<file path="src/rtl/core_pkg.sv">
// Shared core constants: write-back source encodings, load funct3 codes and the
// write-back source mux used by the write-back stage.
package core_pkg;

  localparam int unsigned XLEN_W  = 32;
  localparam int unsigned SRC_W   = 2;
  localparam int unsigned F3_W    = 3;
  localparam int unsigned REG_A_W = 5;

  localparam logic [SRC_W-1:0] WB_SRC_ALU = 2'b00;
  localparam logic [SRC_W-1:0] WB_SRC_MEM = 2'b01;
  localparam logic [SRC_W-1:0] WB_SRC_PC4 = 2'b10;

  localparam logic [F3_W-1:0] F3_LB  = 3'b000;
  localparam logic [F3_W-1:0] F3_LH  = 3'b001;
  localparam logic [F3_W-1:0] F3_LW  = 3'b010;
  localparam logic [F3_W-1:0] F3_LBU = 3'b100;
  localparam logic [F3_W-1:0] F3_LHU = 3'b101;

  // Encoding 11 falls back to the ALU result.
  function automatic logic [XLEN_W-1:0] wb_select(
    input logic [SRC_W-1:0]  src,
    input logic [XLEN_W-1:0] alu,
    input logic [XLEN_W-1:0] pc4,
    input logic [XLEN_W-1:0] mem
  );
    logic [XLEN_W-1:0] res;
    case (src)
      WB_SRC_MEM: res = mem;
      WB_SRC_PC4: res = pc4;
      default:    res = alu;
    endcase
    return res;
  endfunction

endpackage

</file>
<file path="src/rtl/load_align.sv">
// Extracts the addressed byte/halfword from a memory word and sign- or
// zero-extends it according to the load funct3.
module load_align
  import core_pkg::*;
(
  input  logic [XLEN_W-1:0] rdata,
  input  logic [F3_W-1:0]   funct3,
  input  logic [1:0]        addr_lo,
  output logic [XLEN_W-1:0] ext
);

  logic [7:0]  byte_v;
  logic [15:0] half_v;

  always_comb begin
    byte_v = rdata[7:0];
    case (addr_lo)
      2'd1:    byte_v = rdata[15:8];
      2'd2:    byte_v = rdata[23:16];
      2'd3:    byte_v = rdata[31:24];
      default: byte_v = rdata[7:0];
    endcase
  end

  // Halfword select ignores addr_lo[0].
  assign half_v = addr_lo[1] ? rdata[31:16] : rdata[15:0];

  always_comb begin
    ext = rdata;
    case (funct3)
      F3_LB:   ext = {{24{byte_v[7]}}, byte_v};
      F3_LBU:  ext = {24'h0, byte_v};
      F3_LH:   ext = {{16{half_v[15]}}, half_v};
      F3_LHU:  ext = {16'h0, half_v};
      default: ext = rdata;
    endcase
  end

endmodule

</file>
<file path="src/rtl/wb_stage.sv">
// Write-back stage: accepts one retiring instruction per cycle, waits for load
// data when needed, and drives a registered one-cycle register-file write.
module wb_stage
  import core_pkg::*;
#(
  parameter int unsigned XLEN = 32
) (
  input  logic                 clk_i,
  input  logic                 rst_i,
  input  logic                 mem_valid_i,
  output logic                 mem_ready_o,
  input  logic                 mem_reg_write_i,
  input  logic                 mem_mem_read_i,
  input  logic [SRC_W-1:0]     mem_mem_to_reg_i,
  input  logic [F3_W-1:0]      mem_funct3_i,
  input  logic [REG_A_W-1:0]   mem_rd_addr_i,
  input  logic [XLEN-1:0]      mem_alu_result_i,
  input  logic [XLEN-1:0]      mem_pc_plus4_i,
  input  logic                 dmem_rvalid_i,
  input  logic [XLEN-1:0]      dmem_rdata_i,
  output logic                 wb_reg_write_en_o,
  output logic [REG_A_W-1:0]   wb_rd_addr_o,
  output logic [XLEN-1:0]      wb_result_o
);

  typedef enum logic {
    IDLE      = 1'b0,
    WAIT_LOAD = 1'b1
  } wb_state_e;

  wb_state_e            state, next_state;
  logic                 hold_we, next_hold_we;
  logic [REG_A_W-1:0]   hold_rd, next_hold_rd;
  logic [F3_W-1:0]      hold_f3, next_hold_f3;
  logic [1:0]           hold_addr_lo, next_hold_addr_lo;
  logic [SRC_W-1:0]     hold_src, next_hold_src;
  logic [XLEN-1:0]      hold_alt, next_hold_alt;

  logic                 next_en;
  logic [REG_A_W-1:0]   next_rd;
  logic [XLEN-1:0]      next_result;

  logic                 accept;
  logic [F3_W-1:0]      align_f3;
  logic [1:0]           align_addr_lo;
  logic [XLEN-1:0]      aligned;
  logic [XLEN-1:0]      direct_result;

  assign mem_ready_o = (state == IDLE);
  assign accept      = mem_valid_i && mem_ready_o;

  // The aligner sees held load attributes while waiting, live ones otherwise.
  assign align_f3      = (state == WAIT_LOAD) ? hold_f3 : mem_funct3_i;
  assign align_addr_lo = (state == WAIT_LOAD) ? hold_addr_lo : mem_alu_result_i[1:0];

  load_align u_load_align (
    .rdata   (dmem_rdata_i),
    .funct3  (align_f3),
    .addr_lo (align_addr_lo),
    .ext     (aligned)
  );

  assign direct_result = wb_select(mem_mem_to_reg_i, mem_alu_result_i, mem_pc_plus4_i, aligned);

  always_comb begin
    next_state        = state;
    next_en           = 1'b0;
    next_rd           = wb_rd_addr_o;
    next_result       = wb_result_o;
    next_hold_we      = hold_we;
    next_hold_rd      = hold_rd;
    next_hold_f3      = hold_f3;
    next_hold_addr_lo = hold_addr_lo;
    next_hold_src     = hold_src;
    next_hold_alt     = hold_alt;

    case (state)
      IDLE: begin
        if (accept) begin
          if (!mem_mem_read_i || dmem_rvalid_i) begin
            if (mem_reg_write_i && (mem_rd_addr_i != '0)) begin
              next_en     = 1'b1;
              next_rd     = mem_rd_addr_i;
              next_result = direct_result;
            end
          end else begin
            next_hold_we      = mem_reg_write_i;
            next_hold_rd      = mem_rd_addr_i;
            next_hold_f3      = mem_funct3_i;
            next_hold_addr_lo = mem_alu_result_i[1:0];
            next_hold_src     = mem_mem_to_reg_i;
            next_hold_alt     = wb_select(mem_mem_to_reg_i, mem_alu_result_i,
                                          mem_pc_plus4_i, '0);
            next_state        = WAIT_LOAD;
          end
        end
      end
      WAIT_LOAD: begin
        if (dmem_rvalid_i) begin
          if (hold_we && (hold_rd != '0)) begin
            next_en     = 1'b1;
            next_rd     = hold_rd;
            next_result = (hold_src == WB_SRC_MEM) ? aligned : hold_alt;
          end
          next_state = IDLE;
        end
      end
      default: next_state = IDLE;
    endcase
  end

  always_ff @(posedge clk_i or posedge rst_i) begin
    if (rst_i) begin
      state             <= IDLE;
      hold_we           <= 1'b0;
      hold_rd           <= '0;
      hold_f3           <= '0;
      hold_addr_lo      <= '0;
      hold_src          <= '0;
      hold_alt          <= '0;
      wb_reg_write_en_o <= 1'b0;
      wb_rd_addr_o      <= '0;
      wb_result_o       <= '0;
    end else begin
      state             <= next_state;
      hold_we           <= next_hold_we;
      hold_rd           <= next_hold_rd;
      hold_f3           <= next_hold_f3;
      hold_addr_lo      <= next_hold_addr_lo;
      hold_src          <= next_hold_src;
      hold_alt          <= next_hold_alt;
      wb_reg_write_en_o <= next_en;
      wb_rd_addr_o      <= next_rd;
      wb_result_o       <= next_result;
    end
  end

endmodule

</file>
<file path="config.mk">
export PLATFORM = sky130hd
export DESIGN_NAME = wb_stage
export DESIGN_NICKNAME = d
export VERILOG_FILES = /design/src/rtl/core_pkg.sv /design/src/rtl/load_align.sv /design/src/rtl/wb_stage.sv
export SDC_FILE = /design/constraint.sdc
export NUM_CORES = 1
export LEC_CHECK = 0
export CORE_UTILIZATION = 25
export CTS_CLUSTER_DIAMETER = 200
export DETAILED_ROUTE_END_ITERATION = 6
export GPL_TIMING_DRIVEN = 0
export PLACE_DENSITY_LB_ADDON = 0.1
export SYNTH_ARGS = -nofsm -noshare
export SYNTH_HDL_FRONTEND = slang
export SYNTH_SLANG_ARGS = --single-unit
</file>
<file path="constraint.sdc">
create_clock -name clk_i -period 3.6 [get_ports clk_i]
set_clock_uncertainty 0.05 [all_clocks]
set_input_delay 0.9 -clock clk_i [delete_from_list [all_inputs] [get_ports clk_i]]
set_output_delay 0.9 -clock clk_i [all_outputs]
set_load 0.02 [all_outputs]
</file>
==> results of run 1 <==
[layout by cell type, fill, tap and decap left out, drive strengths merged, types with 2 or more instances in the layout]
cell	n
a211o	16
a21oi	104
a221oi	12
a222oi	3
a22oi	6
a31oi	4
and3	13
buf	18
bufinv	3
clkbuf	41
clkdlybuf4s50	150
clkinv	2
dfrtp	84
ha	2
inv	9
mux2	31
mux2i	14
mux4	3
nand2	81
nand2b	4
nand3	10
nor2	35
nor2b	5
nor3	10
o21ai	64
o21bai	2
o221a	3
o221ai	5
o22ai	8
o2bb2ai	4
o32a	2
or2	2
[through the flow]
| step | total power, mW | hold slack, ps | cell area [µm²] | util [%] |
|---|---|---|---|---|
| 2_1_floorplan | 2.10 | 425 | 5150 | - |
| 5_1_grt | 4.05 | 464 | 7360 | 36.4 |
| 3_3_place_gp | 2.76 | 420 | 6990 | 34.6 |
| 3_5_place_dp | 2.79 | 426 | 7020 | 34.7 |
| 4_1_cts | 3.87 | 441 | 7350 | 36.3 |
| 6_report | 3.85 | 432 | 7360 | 36.4 |
[power by group through the flow]
stage / clock, mW / sequential, mW / combinational [mW]
after CTS: 1.09 / 1.36 / 1.42
final: 1.07 / 1.36 / 1.41
after floorplan: 0 / 1.51 / 0.595
after global routing: 1.13 / 1.40 / 1.52
after detailed placement: 0 / 1.38 / 1.41
after global placement: 0 / 1.37 / 1.39
[cells by family after synthesis]
logic type / after synthesis / share of synthesized area, %
AOI/OAI and AO/OA: 239 / 28.5
and+or+nand+nor: 166 / 14.4
DFF: 84 / 40.8
buffers and inverters: 56 / 4.44
muxes: 48 / 11.3
adders and majority gates: 2 / 0.486
[registers in the layout, summed over array words and instances (netlist names)]
signal,flops
hold_addr_lo,2
hold_alt,32
hold_f3,3
hold_rd,5
hold_src,2
hold_we,1
state,1
wb_rd_addr_o,5
wb_reg_write_en_o,1
wb_result_o,32
[path summary, 6_finish.rpt]
kind | to | cells after the start
worst max-delay path | wb_result_o[9]$_DFFE_PP0P_ | 7
worst min-delay path | wb_rd_addr_o[2]$_DFFE_PP0P_ | 2
worst max register to register | wb_result_o[8]$_DFFE_PP0P_ | 7
worst min register to register | wb_rd_addr_o[2]$_DFFE_PP0P_ | 2
max in group asynchronous | wb_result_o[14]$_DFFE_PP0P_ | 3
min in group asynchronous | wb_result_o[16]$_DFFE_PP0P_ | 2
[metal layers]
metal / track usage, % / up-vias / routed length, µm
li1: - / 2513 / -
met1: 28.1 / 2642 / 9970
met2: 32.9 / 244 / 9820
met3: 3.89 / 33 / 1440
met4: 7.37 / 0 / 453
met5: 0 / - / 0
[area by class of cell]
class                   count  area (µm²)
clock buffers              11         233
repair buffers            151        1530
flip-flops and latches     84        2100
inverters                   9        36.3
clock inverters             5         100
fillers                  2082       12900
plain buffers              47         198
well taps                 270         338
multi-input cells         455        2820
[tightest hold or removal path: stages, from the launching register on]
cell and delay, ps:
dfrtp_1 340, nand2_1 50, o21ai_0 60
==> run summary, run 1 <==
Status = finished, violations left
Failing checks = DRC
Clock power frac = 27.9%
Period utilisation layout = 94.0%
Crit path launch type = primary input
Site Rows = 52
Initial DRT Pass Iterations = 7
Hold_buf cts = 0
Final Critical Period = 3380 ps
Syn_area_per_cell = 8.66 µm²
Final hold vios = 0
Initial Util = 25.5%
# diodes = 0
Residual DRC = 5
Post-CTS setup buffer count = 0
Hold WC Path Type = reg -> reg
Critical R2R Launch = state$_DFF_PP0_
Critical path class = in -> reg
Top cells by area, synth = dfrtp_1, a21oi_1, mux2_2
Worst slew pin tran = 867 ps
Achievable frequency = 296 MHz
CTS root buf = clkbuf_16
Post-Syn Instances = 595
Share of cells above drive strength 1 = 9.19%
Dpl hpwl = 16.7 mm
Non-Filler Instances = 1032
Yosys warns = 0
R2r setup slk = 890 ps
# IOs = 151
DP Worst Slack = -213 ps
Die height = 146 µm
Clk slew on worst S/H paths = 60 ps
Nets = 871
Setup slack after layout = 218 ps
Initial antenna violation count = 0
CTS Buf Count = 9
GPL Wtd Cong = 0.892
FF+latch count, synth = 84
CP delay by family, top = buffers and inverters
First-pass GRT wire length = 33.1 mm
CTS Buffer Depth = 2
Final wirelength = 21.7 mm
Syn_nets = 709
Port Buf Inserts = 150
Vias in the first global route = 5496
Req. time, crit path = 3820 ps
Total negative slack = 0 ps
Routed Antenna Nets = 0
Crit path from = mem_rd_addr_i[2]
Sequential share of the synthesized area = 40.8%
Hold_sp = wb_rd_addr_o[2]$_DFFE_PP0P_
Pleak = 3.00 nW
Max-cap violation count = 0
Worst skew pair latency = 340 ps
Crit path max fanout = 10
Seq pwr share = 35.4%
Cell Area, Synth = 0.00515 mm²
Core box area = 0.0202 mm²
Setup-failing EPs final = 0
Grt ovf = 0
Post-cts sizing count = 0
Pint = 2.54 mW
Slew Limit Fails = 0
Via/cell ratio = 5.26
Max VDD drop = 0.000200 V
Async S/R FF share, synth = 100%
H-tree levels = 3
RSZ-0062 raised after global routing = false
Switching pwr = 1.31 mW
Max-slew headroom = 42.2%
Arrival @ worst endpoint = 3600 ps
Commonest cells in the netlist = a21oi_1, dfrtp_1, nand2_1, o21ai_0, nor2_1
Critical path buffer and inverter count = 2
Critical Path Sink Type = flip-flop
Gate power share = 36.7%
Via count = 5432
Pwr Density = 523 mW/mm²
Most instantiated library cell after synthesis = a21oi_1
CP Cell Sequence = clkdlybuf4s50_1, or4_1, o2111a_1, nor2_4, buf_1, a221oi_1, o21ai_1
Wire per inst = 21.0 µm
Biggest cell delay along the critical path = 630 ps
Slowest-stage cell, CP = buf_1
Initial drt markers = 399
Post-synth top area cell = dfrtp_1
EDFF count, synth = 0
Area growth syn-to-layout = 42.8%
CTS tree = built
Die width = 146 µm
Post-synth top flop = dfrtp_1
Clock sink count = 84
Total track usage = 20.7%
Largest net degree at the start of global routing = 48
Placed Cells = 1016
Synth top area share = 40.8%
Sw Share = 34.0%
Synth cell types = 49
Die area = 0.0212 mm²
Note: power is estimated with default switching activity, not from simulation.
==> inputs of run 2 (changes only) <==
- CORE_ASPECT_RATIO: default -> 0.9
- HOLD_SLACK_MARGIN: default -> 0.06
- SYNTH_HIERARCHICAL: default -> 1
==> run 2 against run 1 <==
The run now ends clean. Clock power decreased by 9.9%. Critical path depth increased by 3. First-iteration DRC count decreased by 14%. Global-route usage decreased by 1.8 points. Wire length decreased by 13%. Die area decreased by 2.4%. Sequential power about the same. Sequential cell count unchanged. Final area decreased by 2.6%. Area after synthesis decreased by 2.5%. Count of clock-buffer cells in the layout decreased by 2. Final cell count decreased by 7.6%. Critical path type is now reg -> reg. Largest power group unchanged.
==> run summary, run 2 <==
Hold Slack = 456 ps (+23.8 ps)
Pwr Total = 3.89 mW (+1.1%)
Max-slew headroom = 52.4% (+10 points)
Critical R2R Launch = state$_DFF_PP0_
Period utilisation layout = 93.9% (-0.096 points)
Worst skew pair latency = 360 ps (+20 ps)
FF+latch area = 0.00210 mm² (about the same)
Cell Area, Synth = 0.00502 mm² (-2.5%)
Share of cells above drive strength 1 = 13.1% (+3.9 points)
Die height = 136 µm (-6.2%)
Max-cap violation count = 0 (unchanged)
R2r setup slk = 220 ps (-670 ps)
Post-Syn Instances = 538 (-9.6%)
Async S/R FF share, synth = 100% (unchanged)
Hold_sp = wb_result_o[8]$_DFFE_PP0P_
Biggest cell delay along the critical path = 600 ps (-30 ps)
Achievable frequency = 296 MHz (+0.10%)
Crit path max fanout = 14 (+4)
Die area = 0.0207 mm² (-2.4%)
Syn_nets = 652 (-8.0%)
CP Cell Sequence = clkbuf_2, mux2_2, clkbuf_1, or4_4, o22ai_4, buf_6, a21o_1, nand2_1, a32oi_1, mux2_4
Core box area = 0.0195 mm² (-3.8%)
Commonest non-fill, non-tap cell in the layout = clkdlybuf4s50_1
Site Rows = 48 (-7.7%)
First-pass GRT wire length = 28.5 mm (-14%)
Pwr Density = 543 mW/mm² (+3.7%)
Hold WC Path Type = reg -> reg
Synth top area share = 41.8% (+1.0 points)
Total track usage = 18.9% (-1.8 points)
Crit path launch type = flip-flop
Commonest cells in the netlist = nand2_1, dfrtp_1, a21oi_1, mux2_2, clkbuf_1
Slew Limit Fails = 0 (unchanged)
RSZ-0062 raised after global routing = false
Grt ovf = 0 (unchanged)
Yosys warns = 6 (+6)
H-tree levels = 3 (unchanged)
Req. time, crit path = 3840 ps (+20 ps)
Biggest regs = hold_alt (32), wb_result_o (32)
Port Buf Inserts = 150 (unchanged)
EDFF count, synth = 0 (unchanged)
R2R depth = 10 (+3)
CTS tree = built
Nets = 813 (-6.7%)
Pleak = 2.95 nW (-1.7%)
Largest net degree at the start of global routing = 44 (-8.3%)
Final hold vios = 0 (unchanged)
Sequential share of the synthesized area = 41.8% (+1.0 points)
CTS root buf = clkbuf_16
Die width = 151 µm (+4.0%)
Residual DRC = 0 (-5)
Synth cell types = 32 (-35%)
Vias in the first global route = 4763 (-13%)
Via count = 4776 (-12%)
# diodes = 0 (unchanged)
Initial DRT Pass Iterations = 5 (-2)
Initial drt markers = 342 (-14%)
Critical path class = reg -> reg
Worst Hold End = wb_result_o[8]$_DFFE_PP0P_
Status = finished clean
Setup-failing EPs final = 0 (unchanged)
Final Critical Period = 3380 ps (-3.46 ps)
Initial antenna violation count = 0 (unchanged)
CTS Buf Count = 9 (unchanged)
Hold path depth = 1 (-1)
Area growth syn-to-layout = 42.7% (about the same)
FF+latch count, synth = 84 (unchanged)
Wire per inst = 19.7 µm (-6.1%)
Routed Antenna Nets = 0 (unchanged)
Initial Util = 25.8% (+0.36 points)
Reg-to-reg endpoint = wb_result_o[24]$_DFFE_PP0P_
Most instantiated library cell after synthesis = nand2_1
Critical Path Sink Type = flip-flop
Multi-input logic area = 0.00268 mm² (-5.0%)
CTS Buffer Depth = 2 (unchanged)
Final wirelength = 18.8 mm (-13%)
Top cells by area, synth = dfrtp_1, mux2_2, nand2_1
Most frequent cells in the layout = clkdlybuf4s50_1, nand2_1, dfrtp_1
Post-synth top flop = dfrtp_1
Clk slew on worst S/H paths = 70 ps (about the same)
# IOs = 151 (unchanged)
GPL Wtd Cong = 0.850 (-4.7%)
Arrival @ worst endpoint = 3620 ps (+20 ps)
Post-CTS setup buffer count = 0 (unchanged)
Dpl hpwl = 14.5 mm (-13%)
Worst slew pin tran = 714 ps (-153 ps)
Syn_area_per_cell = 9.34 µm² (+7.9%)
Max VDD drop = 0.000230 V (+15%)
Via/cell ratio = 5.01 (-4.9%)
Post-synth top area cell = dfrtp_1
Layout fillers = 2023 (-2.8%)
Clock sink count = 84 (unchanged)
Slowest-stage cell, CP = or4_4
[run 2: cell types whose count changed in the layout (fill, tap and decap cells not counted), moves of 19 or more]
cell | before | now
o21ai_0 | 58 | 0
a21oi_1 | 103 | 68
a22oi_1 | 6 | 38
a32oi_1 | 0 | 32
mux2_4 | 0 | 19
nand2_1 | 81 | 100
[run 2: logic make-up after synthesis]
logic type,share of synthesized area [%]
and+or+nand+nor,12.9
DFF,41.8
muxes,15.5
adders and majority gates,0.498
buffers and inverters,4.83
AOI/OAI and AO/OA,24.5
[run 2: repair_timing]
item | in CTS | in global routing
hold buffers | 0 | 0
cloned | 0 | 0
endpoints found under the setup margin | 31 | 9
resized for setup | 1 | 3
[run 2: worst max path at each step]
stage                     cells after the start                          end           startpoint  slack [ps]
after floorplan                               1  hold_addr_lo[0]$_DFFE_PP0P_                rst_i         480
after global placement                        2  wb_result_o[10]$_DFFE_PP0P_                rst_i       -1120
after detailed placement                     11  wb_result_o[24]$_DFFE_PP0P_      state$_DFF_PP0_        -330
after CTS                                    10  wb_result_o[24]$_DFFE_PP0P_      state$_DFF_PP0_          20
after global routing                          9  wb_result_o[18]$_DFFE_PP0P_  mem_mem_to_reg_i[0]          30
final                                        10  wb_result_o[24]$_DFFE_PP0P_      state$_DFF_PP0_         220
[run 2: routing by layer]
layer	track usage, %	wire, µm
met1	27.3	9230
met3	3.53	979
met4	5.28	283
met2	28.6	8330
met5	0	0
[run 2: critical path: cells and delay by family (launching register included)]
family	cells	cell delay [ps]
compound gates	3	680
buf+inv	3	780
flops	1	550
mux	2	590
simple gates	2	660
[run 2: metrics by stage]
step | TNS [ps] | instance area (µm²) | util [%] | std cells | setup WS (ps)
after floorplan | 0 | 5020 | - | 538 | 485
after global placement | -98580 | 6840 | 35.1 | 938 | -1120
after detailed placement | -5440 | 6870 | 35.3 | 939 | -328
after CTS | 0 | 7170 | 36.8 | 954 | 22.9
after global routing | 0 | 7170 | 36.8 | 954 | 27.3
final | 0 | 7170 | 36.8 | 954 | 221
[run 2: layout make-up]
type | count | area share, %
buffer | 48 | 3.00
clock buffer | 9 | 3.14
clock inverter | 7 | 1.05
inverter | 7 | 0.401
multi-input combinational | 398 | 37.4
sequential | 84 | 29.3
tap | 250 | 4.36
timing repair buffer | 151 | 21.3
[run 2: where the power goes]
| part | switching, mW | internal [mW] |
|---|---|---|
| Sequential | 0.151 | 1.21 |
| Clock | 0.424 | 0.540 |
| Combinational | 0.780 | 0.785 |
| Total | 1.35 | 2.54 |
